$ cat src/rtl/qam_demodulator.sv
// QAM demodulator: carrier mixing, integrate-and-dump per symbol, sign slicing to a 2-bit symbol.
// Optional macro QAM_DEMOD_SAT_EN makes the accumulators saturate instead of wrapping.
module qam_demodulator #(
  parameter int CLK_DIV        = 8,
  parameter int SYMBOL_SAMPLES = 125,
  parameter int ACC_W          = 24
) (
  input  logic             clk,
  input  logic             rst,
  input  logic             en,
  input  logic             sym_align,
  input  logic [7:0]       sample_in,
  input  logic [7:0]       sin_ref,
  input  logic [7:0]       cos_ref,
  output logic [1:0]       data_out,
  output logic             data_valid
);

  localparam int DIV_W = $clog2(CLK_DIV);
  localparam int CNT_W = $clog2(SYMBOL_SAMPLES + 1);

  typedef enum logic [1:0] {IDLE = 2'd0, ACQ = 2'd1, DECIDE = 2'd2} state_t;

  state_t                   state_q, state_d;
  logic [DIV_W-1:0]         div_cnt_q, div_cnt_d;
  logic [CNT_W-1:0]         sample_cnt_q, sample_cnt_d;
  logic signed [ACC_W-1:0]  acc_i_q, acc_i_d;
  logic signed [ACC_W-1:0]  acc_q_q, acc_q_d;
  logic [1:0]               data_out_q, data_out_d;
  logic                     data_valid_q, data_valid_d;

  logic                     tick_s;
  logic signed [15:0]       prod_i_s, prod_q_s;
  logic signed [ACC_W-1:0]  ext_i_s, ext_q_s;

  function automatic logic signed [ACC_W-1:0] acc_add(input logic signed [ACC_W-1:0] a,
                                                      input logic signed [ACC_W-1:0] b);
    logic [ACC_W:0] sum;
    sum = {a[ACC_W-1], a} + {b[ACC_W-1], b};
`ifdef QAM_DEMOD_SAT_EN
    // Differing top two bits of the widened sum mean the signed result left the range.
    if (sum[ACC_W] != sum[ACC_W-1]) begin
      acc_add = sum[ACC_W] ? {1'b1, {(ACC_W-1){1'b0}}} : {1'b0, {(ACC_W-1){1'b1}}};
    end else begin
      acc_add = sum[ACC_W-1:0];
    end
`else
    acc_add = sum[ACC_W-1:0];
`endif
  endfunction

  assign tick_s   = (div_cnt_q == DIV_W'(CLK_DIV - 1));
  assign prod_i_s = $signed(sample_in) * $signed(cos_ref);
  assign prod_q_s = $signed(sample_in) * $signed(sin_ref);
  assign ext_i_s  = ACC_W'(prod_i_s);
  assign ext_q_s  = ACC_W'(prod_q_s);

  always_comb begin
    state_d      = state_q;
    div_cnt_d    = div_cnt_q;
    sample_cnt_d = sample_cnt_q;
    acc_i_d      = acc_i_q;
    acc_q_d      = acc_q_q;
    data_out_d   = data_out_q;
    data_valid_d = 1'b0;
    if (!en || sym_align) begin
      // Disable and realignment both discard any partial symbol.
      state_d      = en ? ACQ : IDLE;
      div_cnt_d    = '0;
      sample_cnt_d = '0;
      acc_i_d      = '0;
      acc_q_d      = '0;
    end else begin
      case (state_q)
        ACQ: begin
          div_cnt_d = tick_s ? '0 : div_cnt_q + 1'b1;
          if (tick_s) begin
            acc_i_d      = acc_add(acc_i_q, ext_i_s);
            acc_q_d      = acc_add(acc_q_q, ext_q_s);
            sample_cnt_d = sample_cnt_q + 1'b1;
            if (sample_cnt_q == CNT_W'(SYMBOL_SAMPLES - 1)) begin
              state_d = DECIDE;
            end else begin
              state_d = ACQ;
            end
          end else begin
            state_d = ACQ;
          end
        end
        DECIDE: begin
          // div_cnt keeps running so the symbol period never stretches.
          div_cnt_d    = tick_s ? '0 : div_cnt_q + 1'b1;
          data_out_d   = {~acc_i_q[ACC_W-1], ~acc_q_q[ACC_W-1]};
          data_valid_d = 1'b1;
          acc_i_d      = '0;
          acc_q_d      = '0;
          sample_cnt_d = '0;
          state_d      = ACQ;
        end
        default: begin
          state_d      = IDLE;
          div_cnt_d    = '0;
          sample_cnt_d = '0;
          acc_i_d      = '0;
          acc_q_d      = '0;
        end
      endcase
    end
  end

  always_ff @(posedge clk or posedge rst) begin
    if (rst) begin
      state_q      <= IDLE;
      div_cnt_q    <= '0;
      sample_cnt_q <= '0;
      acc_i_q      <= '0;
      acc_q_q      <= '0;
      data_out_q   <= 2'b00;
      data_valid_q <= 1'b0;
    end else begin
      state_q      <= state_d;
      div_cnt_q    <= div_cnt_d;
      sample_cnt_q <= sample_cnt_d;
      acc_i_q      <= acc_i_d;
      acc_q_q      <= acc_q_d;
      data_out_q   <= data_out_d;
      data_valid_q <= data_valid_d;
    end
  end

  assign data_out   = data_out_q;
  assign data_valid = data_valid_q;

endmodule
$ cat config.mk
export PLATFORM = sky130hd
export DESIGN_NAME = qam_demodulator
export DESIGN_NICKNAME = d
export VERILOG_FILES = /design/src/rtl/qam_demodulator.sv
export SDC_FILE = /design/constraint.sdc
export NUM_CORES = 1
export LEC_CHECK = 0
export CORE_ASPECT_RATIO = 1.2
export CORE_MARGIN = 3
export CORE_UTILIZATION = 35
export DETAILED_ROUTE_END_ITERATION = 12
export GPL_ROUTABILITY_DRIVEN = 0
export GPL_TIMING_DRIVEN = 1
export PLACE_DENSITY_LB_ADDON = 0.15
export SLEW_MARGIN = 40
export SYNTH_ARGS = -nofsm -noshare
export SYNTH_HDL_FRONTEND = slang
export SYNTH_SLANG_ARGS = --single-unit
export TNS_END_PERCENT = 50
$ cat constraint.sdc
create_clock -name clk -period 8 [get_ports clk]
set_input_delay 1.6 -clock clk [delete_from_list [all_inputs] [get_ports clk]]
set_output_delay 1.6 -clock clk [all_outputs]
set_load 0.05 [all_outputs]
==> results of run 1 <==
==> kinds of logic after synthesis <==
logic type                 synth area share, %
xor gates and xnor gates                  3.81
AOI/OAI and AO/OA                         7.88
buffers and inverters                     8.30
DFF                                       14.3
and+or+nand+nor                           12.2
adders and majority gates                 50.8
muxes                                     2.64
==> registers in the layout (all words and copies together), names as in the netlist <==
register / count
acc_i_q: 24
state_q: 2
sample_cnt_q: 7
data_out: 2
div_cnt_q: 3
data_valid: 1
acc_q_q: 24
==> worst min-delay path by stage <==
stage / start / end / slack (ns) / cells after the start
detailed placement: div_cnt_q[0] / div_cnt_q[0] / 0.44 / 1
floorplan: div_cnt_q[0] / div_cnt_q[0] / 0.41 / 1
global placement: div_cnt_q[0] / div_cnt_q[0] / 0.43 / 1
finish: div_cnt_q[0] / div_cnt_q[0] / 0.44 / 1
global route: div_cnt_q[0] / div_cnt_q[0] / 0.46 / 1
CTS: div_cnt_q[0] / div_cnt_q[0] / 0.44 / 1
==> power groups by stage <==
stage               Combinational, uW  Clock (uW)  Sequential [uW]
global placement                 2940           0              325
global route                     3360         446              319
finish                           2930         416              319
CTS                              2970         434              319
detailed placement               2930           0              325
floorplan                        2290           0              325
==> layer usage <==
metal	GRT usage, %	routed length, um
met1	21.6	11500
met2	26.9	12000
met3	1.72	462
met4	3.83	376
met5	0	0
==> Yosys cell counts (all sizes together), types with 2 or more instances <==
cell,n
xnor2,32
a211oi,16
and3,2
nand2b,8
o31ai,3
nor3b,3
nor3,8
a211o,3
buf,11
nand3,10
o22a,2
nor2,67
clkbuf,17
a21o,10
nor4,4
mux2i,29
nor2b,2
clkinv,2
and2,68
dfrtp,63
nand4,7
a31oi,4
o21a,5
o22ai,5
a21oi,33
nand2,81
o21ai,30
or3,7
ha,114
a31o,3
inv,210
fa,208
o211ai,2
xor2,15
o21bai,4
==> through the flow <==
| step | power, uW | std cells | setup WS [ns] |
|---|---|---|---|
| after CTS | 3720 | 1536 | 0.972 |
| after detailed placement | 3250 | 1520 | 0.622 |
| after global placement | 3270 | 1520 | 0.675 |
| final | 3660 | 1536 | 0.966 |
| after global routing | 4130 | 1536 | 0.675 |
| after floorplan | 2610 | 1105 | 1.23 |
==> area by class of cell <==
cell class	count	area [sq um]	area share (%)
Clock buffer	9	225	1.86
Tap cell	396	495	4.09
Inverter	212	796	6.57
Sequential cell	63	1580	13.0
Timing Repair Buffer	47	428	3.53
Clock inverter	7	78.8	0.651
Multi-Input combinational cell	802	8510	70.3
==> cell usage in the layout (no fill, tap or decap), drive strengths merged, types with 3 or more instances in the layout <==
cell	n
a211o	3
or3	7
o21bai	4
dfrtp	63
a31o	3
fa	208
xor2	15
nor3	8
nand3	10
mux2i	29
and2	68
a31oi	4
nor2	67
o22ai	5
o21ai	30
nand2	81
ha	114
o21a	5
inv	213
a211oi	16
nand4	7
clkbuf	9
clkinvlp	3
clkdlybuf4s50	30
buf	17
xnor2	32
nand2b	8
nor4	4
nor3b	3
a21oi	33
o31ai	3
a21o	10
==> critical path: cells and delay by family <==
kind,cells,cell delay (ns)
and+or+nand+nor,5,1.23
adders and majority gates,6,2.94
buffers and inverters,2,1.03
AOI/OAI and AO/OA,3,0.48
==> flow_summary.ini, run 1 <==
[sta]
slew_headroom_pct = 49.6
holdWs_ns = 0.444
finalCritPeriodShare_pct = 87.9
finalSetupTns_ns = 0
setup_violations = 0
min_period_ns = 7.03
drv_slew = 0
fmax_mhz = 142
fin_worst_skew_ns = 0.00760
tightest_slew_ns = 0.756
rsz0062_at_grt = no
hold_viol_final = 0

[critical_path]
cpMostUsedCell = fa_1
worstSetupPathType = in2reg
r2r-end = acc_i_q[22]
critPathLaunch = sample_in[7]
cp_cell_sequence = clkdlybuf4s50_1, nand2_1, fa_1, fa_1, inv_1, fa_1, fa_1, ha_1, ha_1, nand3_1, nor3_1, nand3_1, a21oi_1, o21ai_0, or3_1, a31oi_1
worst_path_max_delay_cell = fa_1
end_kind = flip-flop
arrival_ns = 7.30
path_max_fanout = 10
worstSetupStartpointType = primary input
r2r_cells = 17
r2r-start = acc_i_q[6]
required_ns = 8.27
endpoint = acc_i_q[23]
max_stage_delay_ns = 0.74
reg2reg_setup_slack_ns = 2.90

[cts]
root_buffer = clkbuf_16
post_cts_resized = 0
postCtsHoldBufs = 0
cts.sinks = 63
htree_levels = 3
clk_pin_slew_ns = 0.06
cts_tree = built
post_cts_buffers = 0
cts_buffer_depth = 2
cts-buffers-inserted = 9
clock_latency_ns = 0.35

[die]
fp.dieW_um = 168
io_pins = 31
start_util_pct = 35.8
die-area_sq_um = 33600
fp-row-count = 70
die_y_um = 200
core_area_sq_um = 30700

[pwr]
p_leak_uw = 0.00590
p_sw_uw = 1830
p_clk_share_pct = 11.3
vdd_ir_drop_max_v = 0.000148
p_int_uw = 1830
swShare_pct = 50.0
power.share.sequential_pct = 8.7
p_comb_share_pct = 79.9
powerDensity_nw_per_um2 = 302

[place]
port_buffers = 30
place_hpwl_um = 20200
postPlaceCellArea_sq_um = 11800

[synthesis]
syn-cell-area_sq_um = 11000
synthTopCellsByArea = fa_1 38%, dfrtp_1 14%, ha_1 13%
synth-seq-area-share_pct = 14.3
yosysTopAreaCellShare_pct = 37.9
synth_largest_area_cell = fa_1
avgSynthCellArea_sq_um = 9.95
synth_async_sr_flop_share_pct = 100
synth_ff_type = dfrtp_1
yosysWarnings = 0
postSynthRegisterBits = 63
synth-edff-count = 0
netlist_instances = 1105
synth_nets = 1455
synthDistinctLibCells = 59

[global_routing]
grt_max_degree = 52
grtUsageTotal_pct = 15.8
antenna_found_initial = 0
grt_pass1_wl_um = 43300
overflow = 0
grt_pass1_vias = 8366

[finish]
n_antenna_cell = 0
utilization_pct = 39.4
nets = 1485
area_delta_synth_final_pct = 10.1
nFillCells = 3069
final_area_sq_um = 12100
layout-drive-gt1-share_pct = 4.12

[routing]
routed_wirelength_um = 24400
route.antenna.remaining_nets = 0
drc_errors = 0
drt-pass1-iter-count = 4
wl_per_cell_um = 15.9
drtIter0Drc = 244
via_per_inst = 4.82
num_vias = 7411

[status]
status = complete, no violations

[job]
maxCapViolations = 0

[min_path]
hold_path.class = reg2reg
No activity file was read; power rests on OpenSTA's default activity.
==> inputs of run 2 (changes only) <==
--- a/config.mk
+++ b/config.mk
@@ -8,6 +8,7 @@
 export CORE_ASPECT_RATIO = 1.2
 export CORE_MARGIN = 3
 export CORE_UTILIZATION = 35
+export CTS_CLUSTER_SIZE = 8
 export DETAILED_ROUTE_END_ITERATION = 12
 export GPL_ROUTABILITY_DRIVEN = 0
 export GPL_TIMING_DRIVEN = 1
==> constraint.sdc (replaced) <==
create_clock -name clk -period 7 [get_ports clk]
set_input_delay 1.4 -clock clk [delete_from_list [all_inputs] [get_ports clk]]
set_output_delay 1.4 -clock clk [all_outputs]
set_load 0.01 [all_outputs]
==> flow_summary.ini, run 2 (synthesis results as in run 1) <==
[place]
port_buffers = 30
place_hpwl_um = 20700

[routing]
num_vias = 7490
drtIter0Drc = 274
drt-pass1-iter-count = 4
via_per_inst = 4.79
route.antenna.remaining_nets = 0
wl_per_cell_um = 15.9
drc_errors = 0
routed_wirelength_um = 24900

[pwr]
p_comb_share_pct = 80.3
swShare_pct = 49.1
p_sw_uw = 2080
power.share.sequential_pct = 8.6
p_int_uw = 2160
p_clk_share_pct = 11.1
p_leak_uw = 0.00605
vdd_ir_drop_max_v = 0.000291
powerDensity_nw_per_um2 = 343
finalPower_uw = 4240

[die]
core_area_sq_um = 30700
io_pins = 31
fp.dieW_um = 168
start_util_pct = 35.8
die-area_sq_um = 33600
fp-row-count = 70
die_y_um = 200

[global_routing]
grt_pass1_vias = 8322
antenna_found_initial = 0
grt_pass1_wl_um = 43000
grt_max_degree = 64
overflow = 0
grtUsageTotal_pct = 15.8

[cts]
cts.sinks = 63
cts_tree = built
cts_buffer_depth = 2
cts-buffers-inserted = 9
htree_levels = 3
clk_pin_slew_ns = 0.06
root_buffer = clkbuf_16
postCtsHoldBufs = 0
post_cts_resized = 0
post_cts_buffers = 0
clock_latency_ns = 0.34

[critical_path]
end_kind = flip-flop
worstSetupStartpointType = primary input
critPathLaunch = sample_in[7]
required_ns = 7.23
path_max_fanout = 8
arrival_ns = 6.76
worstSetupPathType = in2reg
r2r-start = acc_i_q[6]

[sta]
finalCritPeriodShare_pct = 93.4
min_period_ns = 6.54
rsz0062_at_grt = no
drv_slew = 0
fmax_mhz = 153
tightest_slew_ns = 0.671
setup_violations = 0
hold_viol_final = 0
fin_worst_skew_ns = 0.00936
slew_headroom_pct = 55.3
finalSetupTns_ns = 0

[status]
status = complete, no violations

[finish]
nets = 1513
nFillCells = 3029
layout-drive-gt1-share_pct = 6.34
n_antenna_cell = 0
final_cell_mix = 209 x inv_1, 208 x fa_1, 113 x ha_1
area_delta_synth_final_pct = 12.5
final_common_cell = inv_1
reg_top3 = acc_i_q: 24 flops, acc_q_q: 24 flops, sample_cnt_q: 7 flops

[min_path]
hold_start = div_cnt_q[0]
hold_path.class = reg2reg

[job]
maxCapViolations = 0
[run 2: metrics by stage]
step                area (sq um)  hold WS, ns  utilization (%)  instances  setup slack (ns)
finish                     12400        0.433             40.2       1563             0.464
global route               12400        0.465             40.2       1563             0.204
CTS                        12400        0.438             40.2       1563             0.453
detailed placement         12100        0.428             39.3       1548             0.101
global placement           12100        0.433             39.3       1548             0.155
floorplan                  11000        0.414                -       1105             0.431
[run 2: layer usage]
| layer | share of wire, % | GRT usage, % | vias to the layer above |
|---|---|---|---|
| li1 | - | - | 3611 |
| met2 | 53 | 28.5 | 69 |
| met4 | 1.1 | 3.07 | 0 |
| met3 | 1.8 | 1.64 | 13 |
| met1 | 44 | 20.7 | 3797 |
| met5 | 0 | 0 | - |
[run 2: worst paths after layout]
check / to / slack [ns] / cells after the start
max in group asynchronous: acc_q_q[18] / 4.98 / 3
min in group asynchronous: acc_i_q[1] / 1.55 / 3
worst max-delay path: acc_i_q[22] / 0.46 / 17
worst min register to register: div_cnt_q[0] / 0.43 / 1
worst max register to register: acc_i_q[22] / 2.00 / 17
worst min-delay path: div_cnt_q[0] / 0.43 / 1
[run 2: worst max-delay path, cell delays in order]
cell and delay (ns):
clkdlybuf4s50_1 0.59, buf_4 0.18, nand2_1 0.14, fa_1 0.68, fa_1 0.66, inv_1 0.09, fa_1 0.50, fa_1 0.41
ha_1 0.28, ha_1 0.39, nand4_1 0.13, nand4b_1 0.14, or4_4 0.53, nand2_1 0.12, o21ai_1 0.10, mux2i_1 0.12
a311o_1 0.31
[run 2: power by group through the flow]
stage | registers (uW) | logic [uW] | clock network, uW
2_1_floorplan | 372 | 2620 | 0
3_3_place_gp | 372 | 3450 | 0
3_5_place_dp | 372 | 3450 | 0
4_1_cts | 365 | 3490 | 492
5_1_grt | 365 | 3930 | 503
6_report | 365 | 3410 | 471
[run 2: area by class of cell]
type	instances	area, sq um	area share [%]
inverters	212	796	6.43
repair buffers	75	692	5.59
clock buffers	10	239	1.93
well taps	396	495	4.00
flip-flops and latches	63	1580	12.7
multi-input cells	802	8510	68.8
clock inverters	5	58.8	0.475
==> inputs of run 3 (changes only) <==
--- a/config.mk
+++ b/config.mk
@@ -7,7 +7,7 @@
 export LEC_CHECK = 0
 export CORE_ASPECT_RATIO = 1.2
 export CORE_MARGIN = 3
-export CORE_UTILIZATION = 35
+export CORE_UTILIZATION = 25
 export CTS_CLUSTER_SIZE = 8
 export DETAILED_ROUTE_END_ITERATION = 12
 export GPL_ROUTABILITY_DRIVEN = 0
==> constraint.sdc (replaced) <==
create_clock -name clk -period 5.9 [get_ports clk]
set_input_delay 1.18 -clock clk [delete_from_list [all_inputs] [get_ports clk]]
set_output_delay 1.18 -clock clk [all_outputs]
set_load 0.01 [all_outputs]
==> flow_summary.ini, run 3 (synthesis results as in run 1) <==
[critical_path]
reg2reg_setup_slack_ns = 1.12
critPathLaunch = sample_in[5]
arrival_ns = 5.94
required_ns = 6.11
r2r-end = acc_i_q[23]
worstSetupPathType = in2reg
r2r_cells = 17
end_kind = flip-flop
path_max_fanout = 5
worstSetupStartpointType = primary input
r2r-start = acc_i_q[6]

[cts]
root_buffer = clkbuf_16
clock_latency_ns = 0.33
cts.sinks = 63
clk_pin_slew_ns = 0.06
cts-buffers-inserted = 9
htree_levels = 3
cts_buffer_depth = 2
cts_tree = built

[routing]
drc_errors = 0
routed_wirelength_um = 27700
drt-pass1-iter-count = 4
via_per_inst = 4.23
drtIter0Drc = 227
num_vias = 7826
route.antenna.remaining_nets = 0
wl_per_cell_um = 15.0

[die]
fp-row-count = 83
io_pins = 31
core_area_sq_um = 43100
die_y_um = 236
start_util_pct = 25.5
die-area_sq_um = 46600
fp.dieW_um = 197

[job]
maxCapViolations = 0

[global_routing]
grt_pass1_vias = 8716
grt_pass1_wl_um = 46900
antenna_found_initial = 0
overflow = 0
grt_max_degree = 52
grtUsageTotal_pct = 12.6

[pwr]
p_int_uw = 3710
p_comb_share_pct = 85.1
vdd_ir_drop_max_v = 0.000214
p_clk_share_pct = 8.4
p_sw_uw = 2970
power.share.sequential_pct = 6.5
swShare_pct = 44.4
p_leak_uw = 0.00680
powerDensity_nw_per_um2 = 478

[sta]
tightest_slew_ns = 0.810
setup_violations = 0
fin_worst_skew_ns = 0.0108
finalCritPeriodShare_pct = 97.1
fmax_mhz = 174
min_period_ns = 5.73
finalSetupTns_ns = 0
drv_slew = 0
hold_viol_final = 0
slew_headroom_pct = 46.0
rsz0062_at_grt = yes

[finish]
final_cell_mix = 204 x inv_1, 202 x fa_1, 163 x buf_4
nets = 1643
utilization_pct = 32.4
reg_top3 = acc_i_q: 24 flops, acc_q_q: 24 flops, sample_cnt_q: 7 flops
final_common_cell = inv_1
n_antenna_cell = 0
area_delta_synth_final_pct = 27.0
layout-drive-gt1-share_pct = 21.7

[min_path]
hold_end = div_cnt_q[0]
hold_path.class = reg2reg
whs_path_depth = 1
hold_start = div_cnt_q[0]

[status]
status = complete, no violations

[place]
place_hpwl_um = 22900
port_buffers = 30
run 3: cell types whose count changed in the layout (fill, tap and decap cells not counted), sizes merged, moves of 2 or more:
cell / delta
dlymetal6s2s: +6
clkdlybuf4s15: +2
clkinv: -2
dlygate4sd2: +8
buf: +129
clkbuf: +9
clkdlybuf4s50: -24
run 3: how the worst max path moves through the flow:
stage / to / cells past startpoint
floorplan: acc_i_q[22] / 15
finish: acc_i_q[22] / 19
global placement: acc_q_q[16] / 23
CTS: acc_i_q[23] / 20
global route: acc_q_q[18] / 20
detailed placement: acc_i_q[23] / 15
run 3: layout make-up:
| type | instances | area (sq um) |
|---|---|---|
| Clock buffer | 12 | 256 |
| Clock inverter | 3 | 42.5 |
| Fill cell | 4464 | 29100 |
| Inverter | 212 | 800 |
| Multi-Input combinational cell | 803 | 8940 |
| Sequential cell | 63 | 1580 |
| Tap cell | 552 | 691 |
| Timing Repair Buffer | 204 | 1670 |
run 3: power by group through the flow:
| stage | logic (uW) | clock network [uW] | registers (uW) |
|---|---|---|---|
| 3_3_place_gp | 5010 | 0 | 441 |
| 4_1_cts | 5310 | 590 | 433 |
| 2_1_floorplan | 3100 | 0 | 441 |
| 6_report | 5690 | 564 | 433 |
| 5_1_grt | 6420 | 605 | 433 |
| 3_5_place_dp | 4990 | 0 | 441 |
run 3: stage by stage:
stage	hold slack [ns]	setup slack (ns)	area, sq um	total power, uW	std cells
after detailed placement	0.436	-0.709	13200	5430	1822
after global routing	0.462	-0.00389	14000	7450	1849
after global placement	0.435	-0.645	13200	5450	1822
after floorplan	0.414	-0.0962	11000	3550	1105
final	0.439	0.168	14000	6680	1849
after CTS	0.444	0.00725	13700	6330	1847
run 3: layer usage:
metal,track usage (%),wire (um)
met1,18.1,13700
met2,20.9,13400
met3,1.00,391
met4,2.14,205
met5,0,0
run 3: worst max-delay path, cell delays in order:
cell and delay [ns]:
dlygate4sd2_1 0.24, buf_6 0.14, buf_6 0.12, and2_4 0.13, fa_1 0.54, inv_1 0.06, fa_1 0.52, inv_2 0.05
fa_1 0.54, fa_1 0.45, ha_4 0.29, ha_4 0.19, a21o_1 0.17, a211o_1 0.27, or4_4 0.51, nand2_2 0.09
o21ai_2 0.06, mux2i_1 0.11, a311o_1 0.27
run 3: timing repair:
action	CTS	global route
gates resized for setup	62	69
pin swaps	25	27
hold buffers	0	0
buffers inserted	8	2
cloned	2	0
endpoints found under the setup margin	21	18
